### src/rtl/synth_voice_bank_if.sv
// Event input, sample tick and status/PCM outputs of the square-wave voice bank.
// The master side (stimulus) drives tick and events; the slave side is the bank.
interface synth_voice_bank_if;
  logic        iSampleTick;
  logic        iEventValid;
  logic [7:0]  iEvent;
  logic        oBusy;
  logic [7:0]  oActive;
  logic [15:0] oSample;
  logic        oSampleValid;
  logic        oOverflow;
  logic        oNoVoice;
  logic [1:0]  oDbgState;

  // iEventValid is a one-cycle strobe with no ready: the bank accepts it
  // into a one-entry holding register or, when that is full, drops it and
  // raises the sticky oOverflow flag.
  modport master (
    output iSampleTick, iEventValid, iEvent,
    input  oBusy, oActive, oSample, oSampleValid, oOverflow, oNoVoice, oDbgState
  );

  modport slave (
    input  iSampleTick, iEventValid, iEvent,
    output oBusy, oActive, oSample, oSampleValid, oOverflow, oNoVoice, oDbgState
  );
endinterface

### src/rtl/synth_voice_bank.sv
// Eight-voice square-wave bank: note events allocate/release voices, each sample
// tick advances every voice and registers the signed mix of their levels.
module synth_voice_bank #(
  parameter int VOICES    = 8,
  parameter int AMPLITUDE = 4000
) (
  input  logic               CLK,
  input  logic               Reset,
  synth_voice_bank_if.slave  bus
);

  typedef enum logic [1:0] {IDLE, DIV, ALLOC, FIND} state_t;

  localparam logic signed [18:0] AMP = 19'(AMPLITUDE);

  state_t      state_q, state_d;
  logic [6:0]  rem_q, rem_d;
  logic [3:0]  oct_q, oct_d;
  logic [6:0]  p_q, p_d;
  logic        hold_full_q;
  logic [7:0]  hold_ev_q;
  logic        ovf_q, nov_q;
  logic [15:0] sample_q;
  logic        sval_q;

  logic [VOICES-1:0] active_q, level_q;
  logic [6:0]        pitch_q [VOICES];
  logic [11:0]       half_q  [VOICES];
  logic [11:0]       cnt_q   [VOICES];

  logic              alloc_en, find_en, take;
  logic              free_found, match_found;
  logic [2:0]        free_idx, match_idx;
  logic [11:0]       half_raw, half_new;
  logic signed [18:0] mix;

  function automatic logic [11:0] semitone_half(input logic [3:0] s);
    case (s)
      4'd0:    semitone_half = 12'd2936;
      4'd1:    semitone_half = 12'd2771;
      4'd2:    semitone_half = 12'd2615;
      4'd3:    semitone_half = 12'd2468;
      4'd4:    semitone_half = 12'd2330;
      4'd5:    semitone_half = 12'd2199;
      4'd6:    semitone_half = 12'd2076;
      4'd7:    semitone_half = 12'd1959;
      4'd8:    semitone_half = 12'd1849;
      4'd9:    semitone_half = 12'd1745;
      4'd10:   semitone_half = 12'd1648;
      default: semitone_half = 12'd1555;
    endcase
  endfunction

  assign take = (state_q == IDLE) && hold_full_q;

  // Holding register: an incoming strobe while full is lost, including the
  // cycle in which the FSM is draining it.
  always_ff @(posedge CLK or posedge Reset) begin
    if (Reset) begin
      hold_full_q <= 1'b0;
      hold_ev_q   <= '0;
      ovf_q       <= 1'b0;
    end else begin
      if (take) hold_full_q <= 1'b0;
      if (bus.iEventValid) begin
        if (hold_full_q) begin
          ovf_q <= 1'b1;
        end else begin
          hold_full_q <= 1'b1;
          hold_ev_q   <= bus.iEvent;
        end
      end
    end
  end

  always_ff @(posedge CLK or posedge Reset) begin
    if (Reset) begin
      state_q <= IDLE;
      rem_q   <= '0;
      oct_q   <= '0;
      p_q     <= '0;
    end else begin
      state_q <= state_d;
      rem_q   <= rem_d;
      oct_q   <= oct_d;
      p_q     <= p_d;
    end
  end

  always_comb begin
    state_d  = state_q;
    rem_d    = rem_q;
    oct_d    = oct_q;
    p_d      = p_q;
    alloc_en = 1'b0;
    find_en  = 1'b0;
    case (state_q)
      IDLE: begin
        if (hold_full_q) begin
          p_d = hold_ev_q[7:1];
          if (hold_ev_q[0]) begin
            state_d = DIV;
            rem_d   = hold_ev_q[7:1];
            oct_d   = 4'd0;
          end else begin
            state_d = FIND;
          end
        end
      end
      DIV: begin
        if (rem_q >= 7'd12) begin
          rem_d = rem_q - 7'd12;
          oct_d = oct_q + 4'd1;
        end else begin
          state_d = ALLOC;
        end
      end
      ALLOC: begin
        alloc_en = 1'b1;
        state_d  = IDLE;
      end
      FIND: begin
        find_en = 1'b1;
        state_d = IDLE;
      end
      default: state_d = IDLE;
    endcase
  end

  // Downward scans leave the lowest matching index as the winner.
  always_comb begin
    free_found  = 1'b0;
    free_idx    = '0;
    match_found = 1'b0;
    match_idx   = '0;
    for (int i = VOICES - 1; i >= 0; i--) begin
      if (!active_q[i]) begin
        free_found = 1'b1;
        free_idx   = 3'(i);
      end
      if (active_q[i] && (pitch_q[i] == p_q)) begin
        match_found = 1'b1;
        match_idx   = 3'(i);
      end
    end
  end

  always_comb begin
    half_raw = semitone_half(rem_q[3:0]) >> oct_q;
    half_new = (half_raw == 12'd0) ? 12'd1 : half_raw;
  end

  always_comb begin
    mix = '0;
    for (int i = 0; i < VOICES; i++) begin
      if (active_q[i]) mix = mix + (level_q[i] ? AMP : -AMP);
    end
  end

  // Tick advance uses the current voice state; allocation targets an inactive
  // voice, so its fresh settings only count from the following tick.
  always_ff @(posedge CLK or posedge Reset) begin
    if (Reset) begin
      active_q <= '0;
      level_q  <= '0;
      for (int i = 0; i < VOICES; i++) begin
        pitch_q[i] <= '0;
        half_q[i]  <= '0;
        cnt_q[i]   <= '0;
      end
    end else begin
      for (int i = 0; i < VOICES; i++) begin
        if (bus.iSampleTick && active_q[i]) begin
          if (cnt_q[i] == 12'd1) begin
            cnt_q[i]   <= half_q[i];
            level_q[i] <= ~level_q[i];
          end else begin
            cnt_q[i] <= cnt_q[i] - 12'd1;
          end
        end
        if (alloc_en && free_found && (free_idx == 3'(i))) begin
          active_q[i] <= 1'b1;
          pitch_q[i]  <= p_q;
          level_q[i]  <= 1'b1;
          half_q[i]   <= half_new;
          cnt_q[i]    <= half_new;
        end
        if (find_en && match_found && (match_idx == 3'(i))) active_q[i] <= 1'b0;
      end
    end
  end

  always_ff @(posedge CLK or posedge Reset) begin
    if (Reset) begin
      sample_q <= '0;
      sval_q   <= 1'b0;
      nov_q    <= 1'b0;
    end else begin
      sval_q <= bus.iSampleTick;
      if (bus.iSampleTick) sample_q <= mix[15:0];
      if (alloc_en && !free_found) nov_q <= 1'b1;
    end
  end

  assign bus.oBusy        = (state_q != IDLE);
  assign bus.oActive      = active_q;
  assign bus.oSample      = sample_q;
  assign bus.oSampleValid = sval_q;
  assign bus.oOverflow    = ovf_q;
  assign bus.oNoVoice     = nov_q;
  assign bus.oDbgState    = state_q;

endmodule

### src/flat_wrapper.sv
// flat-port wrapper written by rule: the top's interface ports become plain ports
module synth_voice_bank_flat 
#(
  parameter int VOICES    = 8,
  parameter int AMPLITUDE = 4000
)
  (CLK, Reset, bus_iSampleTick, bus_iEventValid, bus_iEvent, bus_oBusy, bus_oActive, bus_oSample, bus_oSampleValid, bus_oOverflow, bus_oNoVoice, bus_oDbgState);
  synth_voice_bank_if bus_i ();
  input  logic CLK;
  input  logic Reset;
  input wire logic [$bits(bus_i.iSampleTick)-1:0] bus_iSampleTick;
  input wire logic [$bits(bus_i.iEventValid)-1:0] bus_iEventValid;
  input wire logic [$bits(bus_i.iEvent)-1:0] bus_iEvent;
  output wire logic [$bits(bus_i.oBusy)-1:0] bus_oBusy;
  output wire logic [$bits(bus_i.oActive)-1:0] bus_oActive;
  output wire logic [$bits(bus_i.oSample)-1:0] bus_oSample;
  output wire logic [$bits(bus_i.oSampleValid)-1:0] bus_oSampleValid;
  output wire logic [$bits(bus_i.oOverflow)-1:0] bus_oOverflow;
  output wire logic [$bits(bus_i.oNoVoice)-1:0] bus_oNoVoice;
  output wire logic [$bits(bus_i.oDbgState)-1:0] bus_oDbgState;
  assign bus_i.iSampleTick = bus_iSampleTick;
  assign bus_i.iEventValid = bus_iEventValid;
  assign bus_i.iEvent = bus_iEvent;
  assign bus_oBusy = bus_i.oBusy;
  assign bus_oActive = bus_i.oActive;
  assign bus_oSample = bus_i.oSample;
  assign bus_oSampleValid = bus_i.oSampleValid;
  assign bus_oOverflow = bus_i.oOverflow;
  assign bus_oNoVoice = bus_i.oNoVoice;
  assign bus_oDbgState = bus_i.oDbgState;
  synth_voice_bank #(.VOICES(VOICES), .AMPLITUDE(AMPLITUDE)) u_core (.CLK(CLK), .Reset(Reset), .bus(bus_i));
endmodule
### config.mk
export PLATFORM = sky130hd
export DESIGN_NAME = synth_voice_bank_flat
export DESIGN_NICKNAME = d
export VERILOG_FILES = /design/src/rtl/synth_voice_bank_if.sv /design/src/rtl/synth_voice_bank.sv /design/src/flat_wrapper.sv
export SDC_FILE = /design/constraint.sdc
export NUM_CORES = 1
export LEC_CHECK = 0
export BUFFER_PORTS_ARGS = -buffer_cell sky130_fd_sc_hd__buf_4
export CAP_MARGIN = 20
export CORE_MARGIN = 10
export CORE_UTILIZATION = 27
export CTS_CLUSTER_SIZE = 28
export DETAILED_ROUTE_END_ITERATION = 10
export PLACE_DENSITY_LB_ADDON = 0.2
export SYNTH_ARGS = -nofsm -noshare
export SYNTH_HDL_FRONTEND = slang
export SYNTH_SLANG_ARGS = --single-unit
### constraint.sdc
create_clock -name CLK -period 10.34 [get_ports CLK]
set_clock_uncertainty 0.1 [all_clocks]
set_input_delay 1.034 -clock CLK [delete_from_list [all_inputs] [get_ports CLK]]
set_output_delay 1.034 -clock CLK [all_outputs]
set_load 0.1 [all_outputs]
==> flow_summary.ini, run 1 <==
[outcome]
outcome = finished, final reports clean

[timing]
fin_crit_sh_pct = 93.33
drv_slew = 0
setup_viol = 0
worstMarginPinSlew_ns = 1.077
period_minus_slack_ns = 9.650
slew_headroom_pct = 28.21
finalSetupTns_ns = 0
max_freq_mhz = 103.6
setup_slack_ns = 0.6897
rsz0062_at_grt = false
hold_viol_final = 0

[worst_setup_path]
slowest_delay_ns = 0.46
crit_slowest_cell = dfrtp_1
cp_data_required_time_ns = 10.73
path_class = flip-flop to flip-flop
path_max_fanout = 6
critPathMostFrequentCell = ha_1
worstRegToRegCells = 42
start_kind = flip-flop
cp_data_arrival_time_ns = 10.04
end_kind = flip-flop

[yosys]
ys_warn_count = 0
synthCells = 2298
synth_adder_area_share_pct = 6.060
synthFlopType = dfrtp_1
yosysSeqAreaShare_pct = 39.25
yosys.area_share.simple_pct = 19.96
async_reset_ff_share_pct = 100.0
synthXorXnorAreaFrac_pct = 6.744
yosys_register_bits = 307
avgSynthCellArea_um2 = 8.517
synth_compound_area_share_pct = 20.14
synthMuxAreaShare_pct = 3.657
synth_top_family_by_area = compound AO/OA/AOI/OAI gates
syn-cell-area_um2 = 19570
synthDistinctLibCells = 73
synth_edf_count = 0

[min_path]
whs_path_depth = 1
hold_path.class = flip-flop to flip-flop

[placed_design]
dp_hpwl_mm = 38.72
port_buffers = 36
pre_cts_ws_ns = 0.5209
gp_congestion = 0.8228
place_inst = 3186

[cts]
clock_latency_ns = 0.56
cts_buffers = 39
cts_root_buf = clkbuf_16
clkSlewWorstSetupHoldPaths_ns = 0.06
holdBufCountCts = 0
cts_max_level = 2
cts.path.max_buffers = 3
cts.sinks = 307
cts_tree = done

[cells_and_area]
area_growth_pct = 12.86
fin_cells = 3255
final_util_pct = 30.80
antenna_cells = 0
nets = 2381
drive_above_1_share_pct = 8.416

[floorplanning]
coreArea_um2 = 71730
die-height_um = 289.2
row_count = 98
die_w_um = 289.2
die_area_um2 = 83660
initial_utilization_pct = 27.29
ios = 42

[route]
vias = 16492
drt_iter0_drc = 1005
viasPerCell = 5.067
ant_nets = 0
drt-pass1-iter-count = 6
drcViolationCount = 0
routed_wl_mm = 57.28
wire_per_inst_um = 17.60

[global_routing]
grt_max_degree = 93
grt_pass1_wl_mm = 92.41
grt_antenna_before_repair = 2
gr-usage-all-layers_pct = 13.66
grt-ovfl-total = 0
grt_pass1_vias = 16331

[flow_run]
maxCapViolations = 0
-- routing by layer --
metal | vias to the layer above | track usage, % | wire [µm] | part of all wire (%)
met2 | 250 | 22.04 | 25990 | 45
li1 | 8080 | - | - | -
met5 | - | 0 | 0 | 0
met3 | 55 | 1.779 | 2124 | 3.7
met4 | 0 | 3.304 | 984 | 1.7
met1 | 8107 | 19.09 | 28180 | 49
-- layout by cell type, fill, tap and decap left out, types with 39 or more instances in the layout --
cell type	synthesis	final
nand2_1	403	403
dfrtp_1	307	307
o21ai_0	195	195
nor2_1	186	186
a21oi_1	142	142
xnor2_1	115	115
ha_1	82	82
buf_4	5	74
inv_1	70	69
nor3_1	58	58
a21o_1	45	45
nand3_1	40	40
a211oi_1	40	40
clkbuf_16	0	39
-- worst max-delay path, delay by kind of cell, from the launching register on --
kind,cells,cell delay [ns]
adder cells (fa/ha/maj),8,2.84
AO/OA/AOI/OAI,12,2.25
AND/OR/NAND/NOR,10,1.86
multiplexers,4,1.07
XOR/XNOR,6,0.77
flip-flops,1,0.46
buffers and inverters,2,0.22
-- path summary, 6_finish.rpt --
path / start / end / slack [ns]
min: u_core.bus.oOverflow / u_core.bus.oOverflow / 0.35
min reg2reg: u_core.bus.oOverflow / u_core.bus.oOverflow / 0.35
max in group asynchronous: Reset / u_core.half_q[5] / 7.26
max reg2reg: u_core.level_q[1] / u_core.bus.oSample[15] / 0.69
min in group asynchronous: Reset / u_core.half_q[82] / 0.50
max: u_core.level_q[1] / u_core.bus.oSample[15] / 0.69
-- Yosys cell counts, types with 36 or more instances --
master | instances | share of area (%)
nor3_1 | 58 | 1.5
nand3_1 | 40 | 1.0
mux2_2 | 36 | 2.1
ha_1 | 82 | 5.2
nand2_1 | 403 | 7.7
dfrtp_1 | 307 | 39
a21oi_1 | 142 | 3.6
o21ai_0 | 195 | 5.0
a21o_1 | 45 | 1.7
nor2_1 | 186 | 3.6
inv_1 | 70 | 1.3
a211oi_1 | 40 | 1.5
clkbuf_1 | 128 | 2.5
xnor2_1 | 115 | 5.1
-- area by class of cell --
cell class / instances / area, µm²
clock buffers: 55 / 1106
clock inverters: 12 / 151.4
fillers: 7513 / 49640
inverters: 74 / 285.3
multi-input cells: 1783 / 11120
flip-flops and latches: 307 / 7682
well taps: 950 / 1189
repair buffers: 74 / 555.5
-- cells by family after synthesis --
family / count (synthesis)
AO/OA/AOI/OAI: 616
XOR/XNOR: 141
multiplexers: 62
flip-flops: 307
other: 1
AND/OR/NAND/NOR: 869
adder cells (fa/ha/maj): 90
buffers and inverters: 212
-- flip-flops by register name, indices dropped and copies added (netlist names), 2 cells and up --
signal	cells
u_core.bus.oActive	8
u_core.bus.oDbgState	2
u_core.bus.oSample	11
u_core.cnt_q	96
u_core.half_q	96
u_core.hold_ev_q	8
u_core.level_q	8
u_core.oct_q	4
u_core.p_q	7
u_core.pitch_q	56
u_core.rem_q	7
-- stage by stage --
step,area [µm²],hold slack (ns)
6_report,22090,0.3543
5_1_grt,22090,0.3771
4_1_cts,22070,0.3598
3_5_place_dp,20810,0.3474
3_3_place_gp,20810,0.3433
2_1_floorplan,19590,0.3442
-- repair_timing --
action	CTS	global route
resized for setup	0	3
endpoints found under the setup margin	0	1
buffers inserted	0	0
Power of run 1 is left out: the tool's default activity adds up to more than one toggle a clock period on the data nets, which glitch-free logic cannot reach.
==> run 2, diff against run 1 <==
--- a/config.mk
+++ b/config.mk
@@ -7,6 +7,8 @@
 export LEC_CHECK = 0
 export BUFFER_PORTS_ARGS = -buffer_cell sky130_fd_sc_hd__buf_4
 export CAP_MARGIN = 20
+export CELL_PAD_IN_SITES_DETAIL_PLACEMENT = 1
+export CELL_PAD_IN_SITES_GLOBAL_PLACEMENT = 1
 export CORE_MARGIN = 10
 export CORE_UTILIZATION = 27
 export CTS_CLUSTER_SIZE = 28
==> constraint.sdc (replaced) <==
create_clock -name CLK -period 8 [get_ports CLK]
set_clock_uncertainty 0.1 [all_clocks]
set_input_delay 0.8 -clock CLK [delete_from_list [all_inputs] [get_ports CLK]]
set_output_delay 0.8 -clock CLK [all_outputs]
set_load 0.1 [all_outputs]
==> flow_summary.ini, run 2 (same netlist as run 1, synthesis figures left out) <==
[floorplanning]
die_area_um2 = 83660
row_count = 98
die_w_um = 289.2
die-height_um = 289.2
ios = 42
initial_utilization_pct = 27.29
coreArea_um2 = 71730

[cts]
clock_latency_ns = 0.57
cts_tree = done
cts_max_level = 2
holdBufCountCts = 0
cts.path.max_buffers = 3
clkSlewWorstSetupHoldPaths_ns = 0.06
cts_root_buf = clkbuf_16
cts_buffers = 39
cts.sinks = 307

[timing]
period_minus_slack_ns = 8.935
rsz0062_at_grt = true
worstMarginPinSlew_ns = 1.039
hold_viol_final = 0
fin_crit_sh_pct = 111.7
whs_ns = 0.3367
slew_headroom_pct = 30.60
setup_slack_ns = -0.9346
max_freq_mhz = 111.9
drv_slew = 0
setup_viol = 4

[route]
wire_per_inst_um = 19.14
drt-pass1-iter-count = 5
drcViolationCount = 0
ant_nets = 0
routed_wl_mm = 66.29
drt_iter0_drc = 854
vias = 17724
viasPerCell = 5.117

[placed_design]
pre_cts_ws_ns = -1.100
postPlaceCellArea_um2 = 22270
port_buffers = 36
gp_congestion = 0.7992
dp_hpwl_mm = 45.26

[cells_and_area]
antenna_cells = 0
fill_cells = 8313
final_common_cell = nand2_1
reg_top3 = u_core.cnt_q: 96 flops, u_core.half_q: 96 flops, u_core.pitch_q: 56 flops
nets = 2587
final_area_um2 = 24340
drive_above_1_share_pct = 19.05
final_util_pct = 33.93
area_growth_pct = 24.34
most-common-layout-cells = nand2_1, dfrtp_1, buf_4

[global_routing]
grt_pass1_vias = 18903
grt_pass1_wl_mm = 107.0
gr-usage-all-layers_pct = 15.76
grt-ovfl-total = 0
grt_max_degree = 158
grt_antenna_before_repair = 1

[worst_setup_path]
cp_data_required_time_ns = 8.41
crit_slowest_cell = or4_1
r2r_end = u_core.bus.oSample[15]
slowest_delay_ns = 0.47
timing.rr.start = u_core.level_q[0]
worstRegToRegCells = 43
ff2ff_setup_slack_ns = -0.93
path_max_fanout = 4
cp_data_arrival_time_ns = 9.35
critPathMostFrequentCell = ha_4
end_kind = flip-flop
start_kind = flip-flop
path_class = flip-flop to flip-flop

[outcome]
outcome = complete, but fails checks
violations = setup timing

[min_path]
hold_path.class = input pin to async pin

[flow_run]
maxCapViolations = 0
-- run 2: changes by cell type in the layout (fill, tap and decap cells not counted), moves of 7 or more --
cell	previous run	this run
a21oi_1	142	135
a21oi_2	0	7
buf_4	74	275
ha_1	82	66
ha_4	0	14
nor3_1	58	51
xnor2_1	115	108
xnor2_2	0	7
-- run 2: layer usage --
metal  vias up  global-route usage (%)  wire length, µm
met2       150                   27.19            31930
met4         0                   4.418             1422
li1       8499                       -                -
met1      8987                   20.83            31650
met5         -                       0                0
met3        88                   1.277             1289
-- run 2: worst max path at each step --
| stage | from | end | slack (ns) | cells after the start |
|---|---|---|---|---|
| floorplan | u_core.bus.oActive[0] | u_core.bus.oSample[15] | -1.30 | 44 |
| CTS | u_core.level_q[0] | u_core.bus.oSample[15] | -0.82 | 46 |
| global placement | u_core.level_q[0] | u_core.bus.oSample[15] | -0.97 | 39 |
| global route | u_core.level_q[0] | u_core.bus.oSample[15] | -1.46 | 46 |
| detailed placement | u_core.level_q[0] | u_core.bus.oSample[15] | -1.10 | 39 |
| finish | u_core.level_q[0] | u_core.bus.oSample[15] | -0.93 | 43 |
-- run 2: per-stage QoR --
| step | TNS, ns | std cells |
|---|---|---|
| after floorplan | -2.241 | 2302 |
| final | -1.861 | 3464 |
| after detailed placement | -1.923 | 3361 |
| after CTS | -1.485 | 3453 |
| after global routing | -3.996 | 3464 |
| after global placement | -1.311 | 3360 |
-- run 2: what timing repair did --
item                       CTS  global route
gates cloned                 0             0
resized for setup           40            32
setup endpoints to repair    4             6
buffers inserted            22            12
pin swaps                   36            14
-- run 2: cell type report --
cell class                      instances  area [µm²]  share of cell area (%)
Timing Repair Buffer                  280        2130                   8.750
Clock inverter                         24       384.1                   1.578
Inverter                               74       281.5                   1.157
Tap cell                              950        1189                   4.884
Clock buffer                           46        1054                   4.329
Multi-Input combinational cell       1783       11620                   47.73
Sequential cell                       307        7684                   31.57
-- run 2: critical path: cells and delay by family (launching register included) --
family / cells / cell delay (ns)
XOR/XNOR: 5 / 0.83
adder cells (fa/ha/maj): 8 / 2.31
buffers and inverters: 3 / 0.38
multiplexers: 3 / 0.63
AND/OR/NAND/NOR: 11 / 1.96
AO/OA/AOI/OAI: 13 / 2.24
flip-flops: 1 / 0.42
Power of run 2 is left out for the same reason.
==> run 3, diff against run 2 <==
--- a/config.mk
+++ b/config.mk
@@ -13,6 +13,7 @@
 export CORE_UTILIZATION = 27
 export CTS_CLUSTER_SIZE = 28
 export DETAILED_ROUTE_END_ITERATION = 10
+export MAX_ROUTING_LAYER = met4
 export PLACE_DENSITY_LB_ADDON = 0.2
 export SYNTH_ARGS = -nofsm -noshare
 export SYNTH_HDL_FRONTEND = slang
==> flow_summary.ini, run 3 (same netlist as run 1, synthesis figures left out) <==
[outcome]
outcome = complete, but fails checks
violations = setup timing

[global_routing]
grt-ovfl-total = 0
gr-usage-all-layers_pct = 16.21
grt_max_degree = 158
grt_antenna_before_repair = 1
grt_pass1_wl_mm = 107.0
grt_pass1_vias = 18908

[worst_setup_path]
timing.rr.start = u_core.level_q[0]
r2r_end = u_core.bus.oSample[15]
crit_start = u_core.level_q[0]
path_buf_inv = 4
cp.depth = 45
crit_slowest_cell = or4_1
ff2ff_setup_slack_ns = -0.86
worstRegToRegCells = 45
end_kind = flip-flop
slowest_delay_ns = 0.47
path_class = flip-flop to flip-flop
path_delay_family = adder cells
critPathMostFrequentCell = xnor2_1
cp_data_required_time_ns = 8.41
cp_data_arrival_time_ns = 9.27
setup.worst_path.end = u_core.bus.oSample[15]
path_max_fanout = 4
start_kind = flip-flop

[route]
ant_nets = 0
routed_wl_mm = 66.06
drt-pass1-iter-count = 5
wire_per_inst_um = 19.10
viasPerCell = 5.105
vias = 17659
drt_iter0_drc = 825
drcViolationCount = 0

[timing]
fin_crit_sh_pct = 110.7
worstMarginPinSlew_ns = 1.049
drv_slew = 0
rsz0062_at_grt = true
whs_ns = 0.3361
hold_viol_final = 0
setup_viol = 4
slew_headroom_pct = 29.94
period_minus_slack_ns = 8.860
setup_slack_ns = -0.8595
max_freq_mhz = 112.9

[cells_and_area]
multi_input_area_um2 = 11540
reg_top3 = u_core.cnt_q: 96 flops, u_core.half_q: 96 flops, u_core.pitch_q: 56 flops
drive_above_1_share_pct = 18.49
most-common-layout-cells = nand2_1, dfrtp_1, buf_4
final_area_um2 = 24220
final_common_cell = nand2_1
fill_cells = 8319
regArea_um2 = 7684
antenna_cells = 0
area_growth_pct = 23.73
nets = 2582

[cts]
holdBufCountCts = 0
cts_tree = done
cts.sinks = 307
cts_root_buf = clkbuf_16
cts_max_level = 2
clock_latency_ns = 0.57
cts.path.max_buffers = 3
cts_buffers = 39
clkSlewWorstSetupHoldPaths_ns = 0.06

[placed_design]
dp_hpwl_mm = 45.26
gp_congestion = 0.8107
postPlaceCellArea_um2 = 22270
port_buffers = 36

[min_path]
hold_path.class = input pin to async pin

[flow_run]
maxCapViolations = 0

[floorplanning]
die_w_um = 289.2
ios = 42
row_count = 98
initial_utilization_pct = 27.29
die-height_um = 289.2
coreArea_um2 = 71730
die_area_um2 = 83660
==> run 3: cell types whose count changed in the layout (fill, tap and decap cells not counted), sizes merged <==
| cell | before | now |
|---|---|---|
| buf | 280 | 275 |
==> run 3: worst register-to-register path: cells and delay by family (launching register included) <==
| kind | cells | cell delay (ns) |
|---|---|---|
| adders and majority gates | 8 | 2.14 |
| AOI/OAI and AO/OA | 14 | 2.08 |
| and+or+nand+nor | 9 | 1.64 |
| muxes | 4 | 1.07 |
| xor gates and xnor gates | 6 | 0.81 |
| buffers and inverters | 4 | 0.56 |
| DFF | 1 | 0.42 |
==> run 3: cell type report <==
| type | count | area share (%) |
|---|---|---|
| multi-input combinational | 1783 | 47.67 |
| sequential | 307 | 31.73 |
| timing repair buffer | 275 | 8.592 |
| tap | 950 | 4.908 |
| clock buffer | 46 | 4.350 |
| clock inverter | 24 | 1.586 |
| inverter | 74 | 1.162 |
==> run 3: worst min-delay path by stage <==
stage                                end  slack (ns)  cells after the start
floorplan              u_core.half_q[32]        0.34                      1
global placement    u_core.bus.oOverflow        0.35                      1
detailed placement  u_core.bus.oOverflow        0.35                      1
CTS                 u_core.bus.oOverflow        0.32                      2
global route        u_core.bus.oOverflow        0.34                      2
finish                 u_core.half_q[84]        0.34                      2
==> run 3: timing repair <==
item,in CTS,in global routing
pin swaps,36,9
setup endpoints to repair,4,6
gates resized for setup,40,16
setup buffers,22,5
hold endpoints to repair,0,0
==> run 3: per-stage QoR <==
| step | setup TNS (ns) | worst slack [ns] | std cells | util [%] |
|---|---|---|---|---|
| 6_report | -2.103 | -0.8595 | 3459 | 33.76 |
| 5_1_grt | -4.688 | -1.443 | 3459 | 33.76 |
| 4_1_cts | -1.485 | -0.8181 | 3453 | 33.57 |
| 3_5_place_dp | -1.923 | -1.100 | 3361 | 31.05 |
| 3_3_place_gp | -1.311 | -0.9651 | 3360 | 31.04 |
| 2_1_floorplan | -2.241 | -1.299 | 2302 | - |
==> run 3: per-layer routing <==
metal	part of all wire [%]	up-vias	GRT usage [%]	wire, µm
li1	-	8487	-	-
met1	48	8951	20.78	31640
met2	48	135	27.20	31800
met3	1.9	86	1.277	1257
met4	2.1	0	4.418	1364
met5	0	-	-	0
Power of run 3 is left out for the same reason.
